`src/rtl/whac_a_mole_game_ctrl.sv`:
```
// whac_a_mole_game_ctrl: multi-slot whac-a-mole game controller.
// Ports: clk, reset (sync, active-high); start/level_sel/abort control
// the game; rng_value/rng_valid/rng_req fetch random mole indices;
// toggle_switches are the raw board switches; mole_leds, points,
// lives_left, multiplier, level_number, playing, game_over report status.
module whac_a_mole_game_ctrl #(
   parameter int NUM_MOLES   = 18,
   parameter int MAX_ACTIVE  = 3,
   parameter int LIVES       = 3,
   parameter int POINTS_W    = 16,
   parameter int TIMER_W     = 28,
   parameter int TIMEOUT_L1  = 100000000,
   parameter int TIMEOUT_L2  = 50000000,
   parameter int TIMEOUT_L3  = 25000000,
   parameter int STREAK_STEP = 10,
   parameter int MAX_MULT    = 8,
   localparam int IDX_W      = $clog2(NUM_MOLES),
   localparam int LIVE_W     = $clog2(LIVES + 1),
   localparam int MULT_W     = $clog2(MAX_MULT) + 1
) (
   input  logic                 clk,
   input  logic                 reset,
   input  logic                 start,
   input  logic [1:0]           level_sel,
   input  logic                 abort,
   input  logic [IDX_W-1:0]     rng_value,
   input  logic                 rng_valid,
   input  logic [NUM_MOLES-1:0] toggle_switches,
   output logic                 rng_req,
   output logic [NUM_MOLES-1:0] mole_leds,
   output logic [POINTS_W-1:0]  points,
   output logic [LIVE_W-1:0]    lives_left,
   output logic [MULT_W-1:0]    multiplier,
   output logic [1:0]           level_number,
   output logic                 playing,
   output logic                 game_over
);

   localparam int CNT_W = $clog2(MAX_ACTIVE + 1);
   localparam int STK_W = $clog2(STREAK_STEP + MAX_ACTIVE + 1);
   localparam int ADD_W = POINTS_W + 1;
   localparam int CAP2  = (MAX_ACTIVE < 2) ? MAX_ACTIVE : 2;

   typedef enum logic [1:0] { IDLE, PLAY, OVER } state_t;

   state_t state, state_n;

   logic [MAX_ACTIVE-1:0] vld, vld_n;
   logic [IDX_W-1:0]      idx   [MAX_ACTIVE];
   logic [IDX_W-1:0]      idx_n [MAX_ACTIVE];
   logic [TIMER_W-1:0]    tmr   [MAX_ACTIVE];
   logic [TIMER_W-1:0]    tmr_n [MAX_ACTIVE];

   logic [NUM_MOLES-1:0] leds_n;
   logic [POINTS_W-1:0]  points_n;
   logic [LIVE_W-1:0]    lives_n;
   logic [MULT_W-1:0]    mult_n;
   logic [1:0]           level_n;
   // streak is kept modulo STREAK_STEP; only crossings matter
   logic [STK_W-1:0]     streak, streak_n;

   logic [NUM_MOLES-1:0] sw_s1, sw_s2, sw_prev, toggle;

   logic [CNT_W-1:0]      occ, cap, n_hit, n_exp;
   logic [MAX_ACTIVE-1:0] hit, expd, fsel;
   logic [NUM_MOLES-1:0]  rng_dec;
   logic [TIMER_W-1:0]    tout;
   logic                  wrong, spawn;
   logic [ADD_W-1:0]      psum;
   logic [STK_W-1:0]      ssum;
   logic [MULT_W-1:0]     mdbl;

   always_ff @(posedge clk) begin
      sw_s1   <= toggle_switches;
      sw_s2   <= sw_s1;
      sw_prev <= sw_s2;
   end

   assign toggle = sw_s2 ^ sw_prev;

   always_comb begin
      occ   = '0;
      n_hit = '0;
      n_exp = '0;
      hit   = '0;
      expd  = '0;
      fsel  = '0;
      for (int s = 0; s < MAX_ACTIVE; s++) begin
         // a hit on the expiry cycle wins over the timeout
         hit[s]  = vld[s] && toggle[idx[s]];
         expd[s] = vld[s] && !hit[s] &&
                   (tmr[s] == TIMER_W'(1));
         occ   = occ + CNT_W'(vld[s]);
         n_hit = n_hit + CNT_W'(hit[s]);
         n_exp = n_exp + CNT_W'(expd[s]);
         if (!vld[s] && fsel == '0)
            fsel[s] = 1'b1;
      end
   end

   // out-of-range rng values decode to all zeros
   always_comb begin
      rng_dec = '0;
      for (int i = 0; i < NUM_MOLES; i++)
         rng_dec[i] = (rng_value == IDX_W'(i));
   end

   always_comb begin
      unique case (level_number)
         2'd1: begin
            cap  = CNT_W'(1);
            tout = TIMER_W'(TIMEOUT_L1);
         end
         2'd2: begin
            cap  = CNT_W'(CAP2);
            tout = TIMER_W'(TIMEOUT_L2);
         end
         default: begin
            cap  = CNT_W'(MAX_ACTIVE);
            tout = TIMER_W'(TIMEOUT_L3);
         end
      endcase
   end

   assign playing   = (state == PLAY);
   assign game_over = (state == OVER);
   assign rng_req   = playing && (occ < cap);
   assign wrong     = |(toggle & ~mole_leds);
   assign spawn     = rng_req && rng_valid &&
                      |(rng_dec & ~mole_leds);

   assign psum = {1'b0, points} +
                 ADD_W'(n_hit) * ADD_W'(multiplier);
   assign ssum = streak + STK_W'(n_hit);
   assign mdbl = (multiplier >= MULT_W'(MAX_MULT / 2)) ?
                 MULT_W'(MAX_MULT) : (multiplier << 1);

   always_comb begin
      state_n  = state;
      vld_n    = vld;
      idx_n    = idx;
      tmr_n    = tmr;
      points_n = points;
      lives_n  = lives_left;
      mult_n   = multiplier;
      level_n  = level_number;
      streak_n = streak;
      if (abort) begin
         state_n = IDLE;
         vld_n   = '0;
      end else begin
         unique case (state)
            PLAY: begin
               for (int s = 0; s < MAX_ACTIVE; s++) begin
                  if (hit[s] || expd[s])
                     vld_n[s] = 1'b0;
                  else if (vld[s])
                     tmr_n[s] = tmr[s] - TIMER_W'(1);
               end
               for (int s = 0; s < MAX_ACTIVE; s++) begin
                  if (spawn && fsel[s]) begin
                     vld_n[s] = 1'b1;
                     idx_n[s] = rng_value;
                     tmr_n[s] = tout;
                  end
               end
               points_n = psum[POINTS_W] ? '1 :
                          psum[POINTS_W-1:0];
               // hits still score before a miss resets the streak
               if (n_exp != '0 || wrong) begin
                  streak_n = '0;
                  mult_n   = MULT_W'(1);
               end else if (n_hit != '0) begin
                  if (ssum >= STK_W'(STREAK_STEP)) begin
                     streak_n = ssum - STK_W'(STREAK_STEP);
                     mult_n   = mdbl;
                  end else begin
                     streak_n = ssum;
                  end
               end
               if (n_exp != '0) begin
                  if (int'(n_exp) >= int'(lives_left)) begin
                     lives_n = '0;
                     state_n = OVER;
                     vld_n   = '0;
                  end else begin
                     lives_n = lives_left - LIVE_W'(n_exp);
                  end
               end
            end
            default: begin
               if (start && level_sel != 2'd0) begin
                  state_n  = PLAY;
                  level_n  = level_sel;
                  points_n = '0;
                  streak_n = '0;
                  mult_n   = MULT_W'(1);
                  lives_n  = LIVE_W'(LIVES);
                  vld_n    = '0;
               end
            end
         endcase
      end
   end

   always_comb begin
      leds_n = '0;
      for (int s = 0; s < MAX_ACTIVE; s++)
         for (int i = 0; i < NUM_MOLES; i++)
            if (vld_n[s] && idx_n[s] == IDX_W'(i))
               leds_n[i] = 1'b1;
   end

   always_ff @(posedge clk) begin
      if (reset)
         state <= IDLE;
      else
         state <= state_n;
   end

   always_ff @(posedge clk) begin
      if (reset) begin
         vld          <= '0;
         mole_leds    <= '0;
         points       <= '0;
         lives_left   <= LIVE_W'(LIVES);
         multiplier   <= MULT_W'(1);
         level_number <= 2'd0;
         streak       <= '0;
         for (int s = 0; s < MAX_ACTIVE; s++) begin
            idx[s] <= '0;
            tmr[s] <= '0;
         end
      end else begin
         vld          <= vld_n;
         mole_leds    <= leds_n;
         points       <= points_n;
         lives_left   <= lives_n;
         multiplier   <= mult_n;
         level_number <= level_n;
         streak       <= streak_n;
         for (int s = 0; s < MAX_ACTIVE; s++) begin
            idx[s] <= idx_n[s];
            tmr[s] <= tmr_n[s];
         end
      end
   end

endmodule

```
`config.mk`:
```
export PLATFORM = sky130hd
export DESIGN_NAME = whac_a_mole_game_ctrl
export DESIGN_NICKNAME = d
export VERILOG_FILES = /design/src/rtl/whac_a_mole_game_ctrl.sv
export SDC_FILE = /design/constraint.sdc
export NUM_CORES = 1
export LEC_CHECK = 0
export CORE_ASPECT_RATIO = 2
export CORE_UTILIZATION = 25
export CTS_CLUSTER_DIAMETER = 80
export DETAILED_ROUTE_END_ITERATION = 10
export PLACE_DENSITY_LB_ADDON = 0.08
export SYNTH_ARGS = -nofsm -noshare
export SYNTH_HDL_FRONTEND = slang
export SYNTH_SLANG_ARGS = --single-unit
```
`constraint.sdc`:
```
create_clock -name clk -period 6.8 [get_ports clk]
set_input_delay 0.68 -clock clk [delete_from_list [all_inputs] [get_ports clk]]
set_output_delay 0.68 -clock clk [all_outputs]
set_load 0.005 [all_outputs]
```
=== Yosys cells after proc, flatten, opt, wreduce, memory -nomap -nowiden ===
Index checks and enable logic that the tools add are counted.

* Flip-flop bits (word level): 204
* Bits of input ports: 30
* Output and inout bits: 45
* Logic and storage cells: 343

* Add/sub/neg operators: 13
* Multipliers: 1
* $lt $le $gt $ge: 7
* Equality and inequality tests: 82
* Multiplexer cells: 112
* Bitwise operators: 6
* Reductions and logical operators: 105

{| class="wikitable"
|+ Operators with widths
! operator !! number
|-
| 28-bit 2-to-1 mux || 9
|-
| 5-bit by 4-bit equality test with 1-bit output (second input constant) || 32
|-
| 28-bit by 1-bit equality test with 1-bit output (second input constant) || 3
|-
| 28-bit by 1-bit subtractor with 28-bit output (second input constant) || 3
|-
| 5-bit by 3-bit equality test with 1-bit output (second input constant) || 16
|-
| 1-bit logical AND || 72
|-
| 1-bit 2-to-1 mux || 66
|-
| 27-bit one-hot mux with 2 select lines || 1
|-
| 16-bit 2-to-1 mux || 3
|-
| 4-bit 2-to-1 mux || 11
|-
| 5-bit by 2-bit equality test with 1-bit output (second input constant) || 8
|-
| 5-bit equality test (second input constant) || 8
|-
| 18-bit AND || 2
|-
| 18-bit OR reduction || 2
|-
| 15-bit 2-to-1 mux || 2
|-
| 5-bit by 1-bit equality test with 1-bit output (second input constant) || 4
|-
| 5-bit zero test || 4
|-
| 5-bit by 6-bit less-than comparator with 1-bit output (second input constant) || 3
|-
| 18-bit NOT || 1
|-
| 18-bit XOR || 1
|-
| 16-bit by 6-bit adder with 17-bit output || 1
|-
| 2-bit 2-to-1 mux || 8
|-
| 4-bit AND reduction || 4
|-
| 1-bit binary-select mux with 5-bit select || 3
|-
| 25 further kinds || 59
|}

=== Logic depth before layout (Yosys ltp) ===
Gate-level depths: netlist of the first run.

* Word-level depth: 18
* Gate-level depth with buffers: 21
* Mapped depth without buffers: 20

=== Least setup slack after synthesis of the first run ===
OpenSTA, ideal clock, no wires.

* Path kind: flip-flop to flip-flop
* Start point: register idx[5] in the netlist's numbering
* End point: register points[3]
* Arrival: 4.787 ns
* Data required time: 6.730 ns
* Path slack: 1.942 ns
* Cell stages (with the launch flop): 22
* Path buffers: 2
* Cells stage by stage: dfxtp_1 > clkbuf_1 > nor2b_1 > a221oi_1 > a21boi_0 > o31ai_1 > and2_1 > nor2_1 > fa_1 > nand2_1 > fa_1 > inv_1 > ha_1 > a21o_1 > a21oi_1 > o21bai_1 > a21oi_1 > or4_1 > nor2_1 > clkbuf_1 > o21ai_0 > a21oi_1

* Cells in the longest elaborated chain, start to end: 9

{| class="wikitable"
|+ RTL lines
! item !! RTL line !! text
|-
| start, declared || 49 || <nowiki>logic [IDX_W-1:0] idx [MAX_ACTIVE];</nowiki>
|-
| start signal, assigned by index || 243 || <nowiki>idx[s] <= idx_n[s];</nowiki>
|-
| 1-bit binary-select mux with 5-bit select || 90 || <nowiki>hit[s] = vld[s] && toggle[idx[s]];</nowiki>
|-
| 1-bit 2-to-1 mux (not written as such) || 90 ||
|-
| 1-bit logical AND || 90 ||
|-
| 1-bit by 1-bit adder with 2-bit output || 94 || <nowiki>n_hit = n_hit + CNT_W'(hit[s]);</nowiki>
|-
| 2-bit by 1-bit adder with 2-bit output || 94 ||
|-
| 2-bit by 4-bit multiplier with 6-bit output || 133 || <nowiki>ADD_W'(n_hit) * ADD_W'(multiplier);</nowiki>
|-
| 16-bit by 6-bit adder with 17-bit output || 132 || <nowiki>assign psum = {1'b0, points} +</nowiki>
|-
| 16-bit 2-to-1 mux || 167 || <nowiki>points_n = psum[POINTS_W] ? '1 :</nowiki>
|-
| 16-bit 2-to-1 mux || 152 || <nowiki>unique case (state)</nowiki>
|-
| end signal, assigned || 237 || <nowiki>points <= points_n;</nowiki>
|-
| end, declared || 31 || <nowiki>output logic [POINTS_W-1:0] points,</nowiki>
|}

No other way between the ends. The select of a mux whose other input is x is not followed.
A chain may end at the register's enable or synchronous reset.

=== Worst setup path after layout of the first run ===
* Start point: register idx[6] in the netlist's numbering
* End point: register points[3]

Same word-level chain as after synthesis.

==> impl_results.md, run 1 <==
- Synth top area share: 0.3765
- Sequential Area: 4084 um2
- Area Overhead vs Synth: 18.87%
- IO buf count: 74
- Nets@finish: 1415
- CP Capture Type: flip-flop
- Post-Syn Instances: 1308
- Crit start category: flip-flop
- Main synth FF type: dfxtp_1
- N_diodes: 0
- Crit path max-delay family: simple AND/OR/NAND/NOR gates
- CTS buffer count: 23
- Largest net degree at the start of global routing: 62
- Fraction of registers with async set/reset: 0
- First-pass GRT wire length: 61.65 mm
- Hold Path Sink: sw_s2[6]
- Worst reg2reg endpoint: points[3]
- Clock root buffer: clkbuf_16
- MaxCap Viol Count: 0
- Number of remaining DRC errors: 0
- Htree depth: 1
- Cells along the critical path: mux4_2 -> a221oi_1 -> o31ai_1 -> and2_1 -> nor2_1 -> fa_1 -> and2_1 -> fa_1 -> ha_1 -> a21o_1 -> a21oi_1 -> o21bai_1 -> a21oi_1 -> or4_1 -> nor2_1 -> o21ai_0 -> a21oi_1
- Final Hold Violating Endpoints: 0
- VDD IR-drop max: 0.1934 mV
- GR peak layer: met2
- Count of different cell masters after synthesis: 79
- Row cnt: 107
- Status: finished clean
- WP data arrival: 6.40 ns
- Area contributors post-synth: dfxtp_1 38%, a21oi_1 5.1%, nor2_1 4.9%
- Die area: 44280 um2
- GRT Total Usage: 0.1856
- CTS tree: done
- Vias in the first global route: 10090
- Most frequent cell after synthesis: dfxtp_1
- Synth Net Count: 1368
- Worst Clk Skew: 0.01093 ns
- Via count: 9980
- Critical path class: flip-flop to flip-flop
- Worst slew pin tran: 1.083 ns
- Ports: 75
- Mapped Area: 10850 um2
- Antenna violations before repair: 0
- Power Density: 207.7 nW/um2
- Post-Syn Area per Cell: 8.294 um2
- Synth cell count leaders: 204 x dfxtp_1, 142 x nor2_1, 133 x nand2_1, 111 x a21oi_1, 71 x o21ai_0
- Reg2Reg Depth: 17
- Syn. warnings: 0
- Grt ovf: 0
- Post-DP HPWL: 30.20 mm
- Tmin final: 5.936 ns
- Reg2Reg Launch Point: idx[6]
- Core Util, Final: 0.3019
- Min-Delay Path Depth: 0
- Clk sink count: 204
- GR Util met1: 0.1831
- Rel. slew slack: 0.2753
- Sequential-to-total area share from yosys stat: 0.3765
- Area occupied by multi-input gates: 6295 um2
- Seq cells post-synth: 204
- Max Clock Freq: 168.5 MHz
- Largest area contributor in the netlist: dfxtp_1
- Wirelength, routed: 40.41 mm
- Slowest CP cell: or4_1
- Layout cells sized above 1: 0.08892
- Fillers: 4524
- DR WL/cell: 21.08 um
- Max clock buf depth: 3
- Post-route ant nets: 0
- Skew-Pair Late Insertion Delay: 0.54 ns
- Post-CTS setup repair buffer count: 0
- Static Leakage: 4.622 nW
- Final setup TNS: 0 ns
- CTS resizes: 0
- Core Area: 42710 um2
- Hold Path Origin: sw_s1[6]
- RSZ-0062 raised after global routing: no
- Number of detailed-route iterations in the first pass: 5
- Initial Util: 0.2540
- Die Span Y: 296.6 um
- Buffers & Inverters on Critical Path: 0
- Met2 Usage GRT: 0.3740
- # setup viols final: 0
- Number of enable flip-flop cells after synthesis: 0
- Hold Path Class: flip-flop to flip-flop
- Final cycle utilization of the critical path: 0.8729
- R2r setup slk: 0.86 ns
- Grt met3 use: 0.02009
- Overall die width: 149.3 um
- Cts hold-fix bufs: 0
- Slew Limit Fails: 0
- Post-DR vias/cell: 5.206
- Max FO, Critical Path: 12
- Most frequent cell on the critical path: a21oi_1
- Clock slew at reported path FFs: 0.07 ns
- Max incr delay on CP: 0.67 ns
- DR iter-0 viols: 590
- Crit path required time: 7.27 ns
- Final Wtd Congestion: 0.9172
==> cells in the final DEF (no fill, tap or decap), types with 14 or more instances in the layout <==
| master | synthesis | final |
|---|---|---|
| nand2b_1 | 14 | 14 |
| ha_1 | 21 | 21 |
| mux2_2 | 15 | 15 |
| clkdlybuf4s50_1 | 0 | 73 |
| nor3_1 | 44 | 44 |
| a31oi_1 | 15 | 15 |
| nand4_1 | 14 | 14 |
| o211ai_1 | 14 | 14 |
| or3_1 | 22 | 22 |
| nand2_1 | 133 | 133 |
| inv_1 | 46 | 46 |
| o21ai_0 | 71 | 71 |
| dfxtp_1 | 204 | 204 |
| nor2b_1 | 15 | 15 |
| and2_1 | 16 | 16 |
| nand3_1 | 37 | 37 |
| nor4_1 | 22 | 21 |
| xor2_1 | 21 | 21 |
| nor2_1 | 142 | 141 |
| or4_1 | 16 | 16 |
| clkbuf_16 | 0 | 23 |
| a21oi_1 | 111 | 110 |
| xnor2_1 | 32 | 32 |
| buf_4 | 3 | 22 |
| o31ai_1 | 15 | 15 |
==> sequential cells by signal (all words and copies together), names as in the netlist, 15 cells and up <==
signal     count
tmr           84
mole_leds     18
idx           15
sw_s1         18
sw_prev       18
points        16
sw_s2         18
==> power breakdown <==
group          leakage (nW)  internal, W  switching (W)
Sequential             1.66      0.00121      0.0000116
Combinational          2.61    0.0000589      0.0000954
Clock                 0.353     0.000710       0.000588
==> per-layer routing <==
| layer | routed length (um) | part of all wire |
|---|---|---|
| met1 | 14520 | 0.36 |
| met3 | 1365 | 0.034 |
| met2 | 22770 | 0.56 |
| met4 | 1749 | 0.043 |
| met5 | 0 | 0 |
==> cell families (layout without fill, tap and decap cells) <==
logic type	Yosys count	count (layout)	share of synthesized area
DFF	204	204	0.3765
and+or+nand+nor	529	529	0.2453
muxes	39	39	0.05202
adders and majority gates	30	30	0.04083
buffers and inverters	120	184	0.04579
AOI/OAI and AO/OA	333	333	0.1968
xor gates and xnor gates	53	53	0.04279
==> worst max path at each step <==
| stage | endpoint | from | depth (start not counted) |
|---|---|---|---|
| after floorplan | points[3] | idx[5] | 21 |
| after global placement | points[5] | idx[5] | 17 |
| after detailed placement | points[3] | idx[5] | 17 |
| after CTS | points[3] | idx[5] | 17 |
| after global routing | points[4] | idx[5] | 19 |
| final | points[3] | idx[6] | 17 |
==> through the flow <==
step	total power, W	area (um2)	hold slack, ns	instances	setup slack (ns)
finish	0.002678	12890	0.3255	1917	0.8642
global route	0.002793	12890	0.3322	1917	0.3473
CTS	0.002740	12890	0.3312	1917	0.8209
detailed placement	0.001411	12130	0.3121	1875	0.8571
global placement	0.001411	12130	0.3124	1875	0.8810
floorplan	0.001339	10850	0.3096	1308	1.942
==> final cells by class <==
| type | instances | share of cell area |
|---|---|---|
| inverter | 47 | 0.01368 |
| multi-input combinational | 984 | 0.4882 |
| tap | 545 | 0.05288 |
| timing repair buffer | 95 | 0.06947 |
| clock inverter | 18 | 0.01417 |
| sequential | 204 | 0.3167 |
| clock buffer | 24 | 0.04493 |
(Power assumes the default switching activity.)
==> run 2: changes to the inputs <==
Settings changed: CORE_UTILIZATION 25 to 55, DONT_BUFFER_PORTS from default to 1, SKIP_CTS_REPAIR_TIMING from default to 1.
==> run 2 against run 1 <==
Against the previous run: sequential power hardly changed; global-route usage is 14 points higher; sequential cell count stayed put; utilization is 30 points higher; setup slack better by 0.00074 ns; largest cell class unchanged; non-clock buffer count is 83 lower; hold slack worse by 0.15 ns; combinational power is 23% lower.
==> impl_results.md, run 2 (same netlist as run 1, synthesis figures left out) <==
- Area Overhead vs Synth: 7.359% (was 18.87%)
- Clk sink count: 204 (unchanged)
- Fin area: 11650 um2 (was 12890 um2)
- Hold Path Class: primary input to flip-flop (was flip-flop to flip-flop)
- Row cnt: 72 (was 107)
- Max Clock Freq: 168.5 MHz (about the same)
- Status: finished clean (unchanged)
- Crit path required time: 7.26 ns (was 7.27 ns)
- Power Density: 217.6 nW/um2 (was 207.7 nW/um2)
- Final Hold Violating Endpoints: 0 (unchanged)
- Htree depth: 1 (unchanged)
- Core Util, Final: 0.6013 (was 0.3019)
- Skew-Pair Late Insertion Delay: 0.52 ns (was 0.54 ns)
- Via count: 9861 (was 9980)
- First-pass GRT wire length: 50.93 mm (was 61.65 mm)
- Overall die width: 101.3 um (was 149.3 um)
- Die Span Y: 200.6 um (was 296.6 um)
- Clock root buffer: clkbuf_16 (unchanged)
- Crit start category: flip-flop (unchanged)
- GRT Total Usage: 0.3229 (was 0.1856)
- Number of detailed-route iterations in the first pass: 5 (unchanged)
- Number of flip-flops in the largest register: 84 (unchanged)
- Final cycle utilization of the critical path: 0.8728 (was 0.8729)
- Die area: 20320 um2 (was 44280 um2)
- DR iter-0 viols: 634 (was 590)
- Grt ovf: 0 (unchanged)
- Nets@finish: 1329 (was 1415)
- DR WL/cell: 20.94 um (was 21.08 um)
- Core Area: 19370 um2 (was 42710 um2)
- CP Capture Type: flip-flop (unchanged)
- Largest net degree at the start of global routing: 100 (was 62)
- Final Wtd Congestion: 1.036 (was 0.9172)
- Static Leakage: 4.294 nW (was 4.622 nW)
- Critical path class: flip-flop to flip-flop (unchanged)
- Vias in the first global route: 9914 (was 10090)
- Post-DR vias/cell: 6.395 (was 5.206)
- Post-DP HPWL: 23.81 mm (was 30.20 mm)
- Worst Clk Skew: 0.01126 ns (was 0.01093 ns)
- VDD IR-drop max: 0.2695 mV (was 0.1934 mV)
- Antenna violations before repair: 0 (unchanged)
- Post-route ant nets: 0 (unchanged)
- Rel. slew slack: 0.3052 (was 0.2753)
- Number of remaining DRC errors: 0 (unchanged)
- Wirelength, routed: 32.29 mm (was 40.41 mm)
- N_diodes: 0 (unchanged)
- Max clock buf depth: 3 (unchanged)
- CTS tree: done (unchanged)
- # setup viols final: 0 (unchanged)
- Worst slew pin tran: 1.035 ns (was 1.083 ns)
- Max FO, Critical Path: 11 (was 12)
- Commonest non-fill, non-tap cell in the layout: dfxtp_1 (unchanged)
- MaxCap Viol Count: 0 (unchanged)
- WP data arrival: 6.39 ns (was 6.40 ns)
- Tot Pwr: 0.002534 W (was 0.002678 W)
- Commonest cells after routing, fill and taps aside: 204 x dfxtp_1, 141 x nor2_1, 133 x nand2_1 (unchanged)
- Clock slew at reported path FFs: 0.07 ns (about the same)
- Tmin final: 5.935 ns (was 5.936 ns)
- Fillers: 1806 (was 4524)
- Initial Util: 0.5601 (was 0.2540)
- Ports: 75 (unchanged)
- Final setup TNS: 0 ns (unchanged)
- CTS buffer count: 20 (was 23)
- Largest Register: tmr (unchanged)
- RSZ-0062 raised after global routing: no (unchanged)
- Area after DPL: 10950 um2 (was 12130 um2)
- Layout cells sized above 1: 0.08106 (was 0.08892)
- IO buf count: 0 (was 74)
- Slew Limit Fails: 0 (unchanged)
-- run 2: cell types whose count changed in the layout (fill, tap and decap cells not counted), sizes merged --
cell	change
clkdlybuf4s50	-73
buf	-10
clkinvlp	-5
clkbuf	-2
bufinv	+1
clkinv	+1
inv	-1
-- run 2: layout make-up --
cell class	count	area [um2]	share of cell area
clock buffer	22	518.0	0.04448
timing repair buffer	12	90.09	0.007735
multi-input combinational	984	6274	0.5387
sequential	204	4084	0.3507
tap	259	324.1	0.02783
clock inverter	14	180.2	0.01547
inverter	47	176.4	0.01515
-- run 2: critical path: stages, from the launching register on --
cell	delay [ns]
dfxtp_1	0.31
xnor2_1	0.57
mux4_2	0.39
nor2_1	0.04
o31ai_1	0.49
and2_1	0.23
nor2_1	0.06
fa_1	0.73
nand2_1	0.11
fa_1	0.49
inv_1	0.07
ha_1	0.28
a21o_1	0.11
a21oi_1	0.09
o21bai_1	0.14
a21oi_1	0.20
or4_1	0.66
nor2_1	0.55
o21ai_0	0.19
a21oi_1	0.16
-- run 2: where the power goes --
part	internal, W	leakage [nW]	switching (W)	total, W
sequential	0.00121	1.66	0.0000109	0.00122
clock	0.000677	0.337	0.000514	0.00119
combinational	0.0000390	2.29	0.0000789	0.000118
-- run 2: routing by layer --
| layer | vias up | routed length (um) | GRT usage |
|---|---|---|---|
| met2 | 348 | 16580 | 0.5785 |
| li1 | 4647 | - | - |
| met1 | 4714 | 11090 | 0.3143 |
| met3 | 152 | 1690 | 0.05258 |
| met5 | - | 0 | 0 |
| met4 | 0 | 2922 | 0.2655 |
-- run 2: path summary, 6_finish.rpt --
path | slack, ns | cells after the start | to | start
worst max-delay path | 0.86 | 19 | points[4] | sw_prev[9]
worst min-delay path | 0.18 | 0 | sw_s1[3] | toggle_switches[3]
worst max register to register | 0.86 | 19 | points[4] | sw_prev[9]
worst min register to register | 0.32 | 0 | sw_s2[0] | sw_s1[0]
-- run 2: through the flow --
step	hold slack, ns	instances	worst slack (ns)
after floorplan	0.3096	1308	1.942
after global placement	0.3109	1506	1.022
after detailed placement	0.3136	1506	0.9569
after CTS	0.1659	1542	0.9317
after global routing	0.1676	1542	0.5771
final	0.1770	1542	0.8649
==> run 3: changes to the inputs <==
Settings changed: CORE_MARGIN from default to 4.
==> run 3 against run 2 <==
Against the previous run: via count is 0.52% lower; count of clock-buffer cells in the layout is 1 lower; first-iteration DRC count is 18% higher; critical endpoint unchanged; clock power decreased by 3%; utilization shrank 0.097 points; sequential share of layout area grew 0.057 points; clock skew is 0.0028 ns higher.
==> impl_results.md, run 3 (same netlist as run 1, synthesis figures left out) <==
- Status: finished clean (unchanged)
- RSZ-0062 raised after global routing: no (unchanged)
- N_diodes: 0 (unchanged)
- CP Capture Type: flip-flop (unchanged)
- Core Util, Final: 0.6003 (was 0.6013)
- Commonest non-fill, non-tap cell in the layout: dfxtp_1 (unchanged)
- Area Overhead vs Synth: 7.186% (was 7.359%)
- Final Hold Violating Endpoints: 0 (unchanged)
- Antenna violations before repair: 1 (was 0)
- Die Span Y: 206.6 um (was 200.6 um)
- Max Clock Freq: 172.3 MHz (was 168.5 MHz)
- WP data arrival: 6.25 ns (was 6.39 ns)
- First-pass GRT wire length: 52.10 mm (was 50.93 mm)
- Worst Clk Skew: 0.01403 ns (was 0.01126 ns)
- Post-DP HPWL: 23.81 mm (about the same)
- DR iter-0 viols: 745 (was 634)
- Post-route ant nets: 0 (unchanged)
- Row cnt: 72 (unchanged)
- Clock share of power: 0.462 (was 0.470)
- Most frequent cell on the critical path: a21oi_1
- Nets@finish: 1330 (was 1329)
- Final cycle utilization of the critical path: 0.8536 (was 0.8728)
- VDD IR-drop max: 0.2714 mV (was 0.2695 mV)
- NetSw: 0.0005777 W (was 0.0006042 W)
- Initial Util: 0.5601 (unchanged)
- Max incr delay on CP: 0.72 ns (was 0.73 ns)
- Internal: 0.001910 W (was 0.001930 W)
- Power Density: 213.9 nW/um2 (was 217.6 nW/um2)
- Crit start category: flip-flop (unchanged)
- Worst slew pin tran: 0.9767 ns (was 1.035 ns)
- Skew-Pair Late Insertion Delay: 0.51 ns (was 0.52 ns)
- Fillers: 1826 (was 1806)
- MaxCap Viol Count: 0 (unchanged)
- Core Area: 19370 um2 (unchanged)
- WL met1: 11.21 mm (was 11.09 mm)
- Number of flip-flops in the largest register: 84 (unchanged)
- Static Leakage: 4.284 nW (was 4.294 nW)
- Final Wtd Congestion: 1.017 (was 1.036)
- Wirelength, routed: 32.60 mm (was 32.29 mm)
- Reg power frac: 0.492 (was 0.483)
- Max FO, Critical Path: 12 (was 11)
- Gate power share: 0.045 (was 0.047)
- Rel. slew slack: 0.3320 (was 0.3052)
- Largest Register: tmr (unchanged)
- Tmin final: 5.805 ns (was 5.935 ns)
- Largest net degree at the start of global routing: 100 (unchanged)
- Clock root buffer: clkbuf_16 (unchanged)
- Die area: 22170 um2 (was 20320 um2)
- Tot Pwr: 0.002488 W (was 0.002534 W)
- Crit path required time: 7.25 ns (was 7.26 ns)
- Buffers & Inverters on Critical Path: 1 (unchanged)
- Via count: 9810 (was 9861)
- Clock slew at reported path FFs: 0.07 ns (about the same)
- Slowest CP cell: fa_1 (unchanged)
- Number of remaining DRC errors: 0 (unchanged)
- Hold Path Class: primary input to flip-flop (unchanged)
- GRT Total Usage: 0.2985 (was 0.3229)
- CTS tree: done (unchanged)
- Final setup TNS: 0 ns (unchanged)
- Highest Signal Layer: met4 (unchanged)
- # setup viols final: 0 (unchanged)
- Clk sink count: 204 (unchanged)
- Ports: 75 (unchanged)
- Metal3 WL: 1.902 mm (was 1.690 mm)
- Grt ovf: 0 (unchanged)
- DR WL/cell: 21.15 um (was 20.94 um)
- Commonest cells after routing, fill and taps aside: 204 x dfxtp_1, 141 x nor2_1, 133 x nand2_1 (unchanged)
- Slew Limit Fails: 0 (unchanged)
- Cells along the critical path: nor2b_1 -> a221oi_1 -> a21boi_0 -> o31ai_1 -> and2_1 -> nor2_1 -> fa_1 -> nand2_1 -> fa_1 -> inv_1 -> ha_1 -> a21o_1 -> a21oi_1 -> o21bai_1 -> a21oi_1 -> or4_1 -> nor2_1 -> o21ai_0 -> a21oi_1 (was xnor2_1 -> mux4_2 -> nor2_1 -> o31ai_1 -> and2_1 -> nor2_1 -> fa_1 -> nand2_1 -> fa_1 -> inv_1 -> ha_1 -> a21o_1 -> a21oi_1 -> o21bai_1 -> a21oi_1 -> or4_1 -> nor2_1 -> o21ai_0 -> a21oi_1)
- Max clock buf depth: 3 (unchanged)
- IO buf count: 0 (unchanged)
- Overall die width: 107.3 um (was 101.3 um)
- Switching share of power: 0.2322 (was 0.2384)
- Layout cells sized above 1: 0.08112 (was 0.08106)
- Post-DR vias/cell: 6.366 (was 6.395)
- Critical path class: flip-flop to flip-flop (unchanged)
- Met2 WL: 17.01 mm (was 16.58 mm)
- Vias in the first global route: 9703 (was 9914)
- Number of detailed-route iterations in the first pass: 6 (was 5)
- CTS buffer count: 19 (was 20)
- Crit path max-delay family: simple AND/OR/NAND/NOR gates (unchanged)
- Htree depth: 1 (unchanged)
## run 3: cell count changes in the layout (fill, tap and decap cells not counted), sizes merged
| cell | delta |
|---|---|
| buf | +2 |
| clkinvlp | +1 |
| clkinv | -4 |
| clkbuf | -1 |
| inv | +1 |
## run 3: path summary, 6_finish.rpt
| path | cells past startpoint | to | startpoint | slack, ns |
|---|---|---|---|---|
| setup reg to reg | 19 | points[4] | idx[5] | 1.0 |
| hold reg to reg | 0 | sw_s2[0] | sw_s1[0] | 0.32 |
| setup / recovery | 19 | points[4] | idx[5] | 1.0 |
| hold / removal | 0 | sw_s1[10] | toggle_switches[10] | 0.19 |
## run 3: per-stage QoR
stage / setup WS [ns] / hold WS, ns / cells / instance area [um2]
CTS: 1.049 / 0.1808 / 1541 / 11630
global route: 0.4834 / 0.1777 / 1541 / 11630
finish: 0.9954 / 0.1947 / 1541 / 11630
floorplan: 1.942 / 0.3096 / 1308 / 10850
detailed placement: 1.066 / 0.3121 / 1508 / 10960
global placement: 1.161 / 0.3114 / 1508 / 10960
## run 3: area by class of cell
| cell class | count | area (um2) | area share |
|---|---|---|---|
| Clock buffer | 21 | 503.0 | 0.04326 |
| Clock inverter | 12 | 161.4 | 0.01388 |
| Timing Repair Buffer | 14 | 105.1 | 0.009039 |
| Sequential cell | 204 | 4084 | 0.3512 |
| Multi-Input combinational cell | 984 | 6274 | 0.5395 |
| Inverter | 47 | 176.4 | 0.01517 |
| Tap cell | 259 | 324.1 | 0.02787 |
## run 3: per-layer routing
layer / GRT usage / vias to the layer above
li1: - / 4652
met1: 0.3037 / 4640
met2: 0.5417 / 368
met3: 0.05509 / 150
met4: 0.2071 / 0
met5: 0 / -
## run 3: worst register-to-register path: cells and delay by family, from the launching register on
family                   cells  cell delay (ns)
flip-flops                   1             0.63
AO/OA/AOI/OAI                9             1.68
adder cells (fa/ha/maj)      3             1.50
buffers and inverters        1             0.07
AND/OR/NAND/NOR              6             1.86
## run 3: power by group through the flow
stage          sequential [W]  clock (W)  combinational [W]
6_report              0.00122    0.00115           0.000112
5_1_grt               0.00123    0.00121           0.000121
4_1_cts               0.00122    0.00117           0.000111
3_5_place_dp          0.00125          0           0.000110
3_3_place_gp          0.00125          0           0.000110
2_1_floorplan         0.00125          0          0.0000897
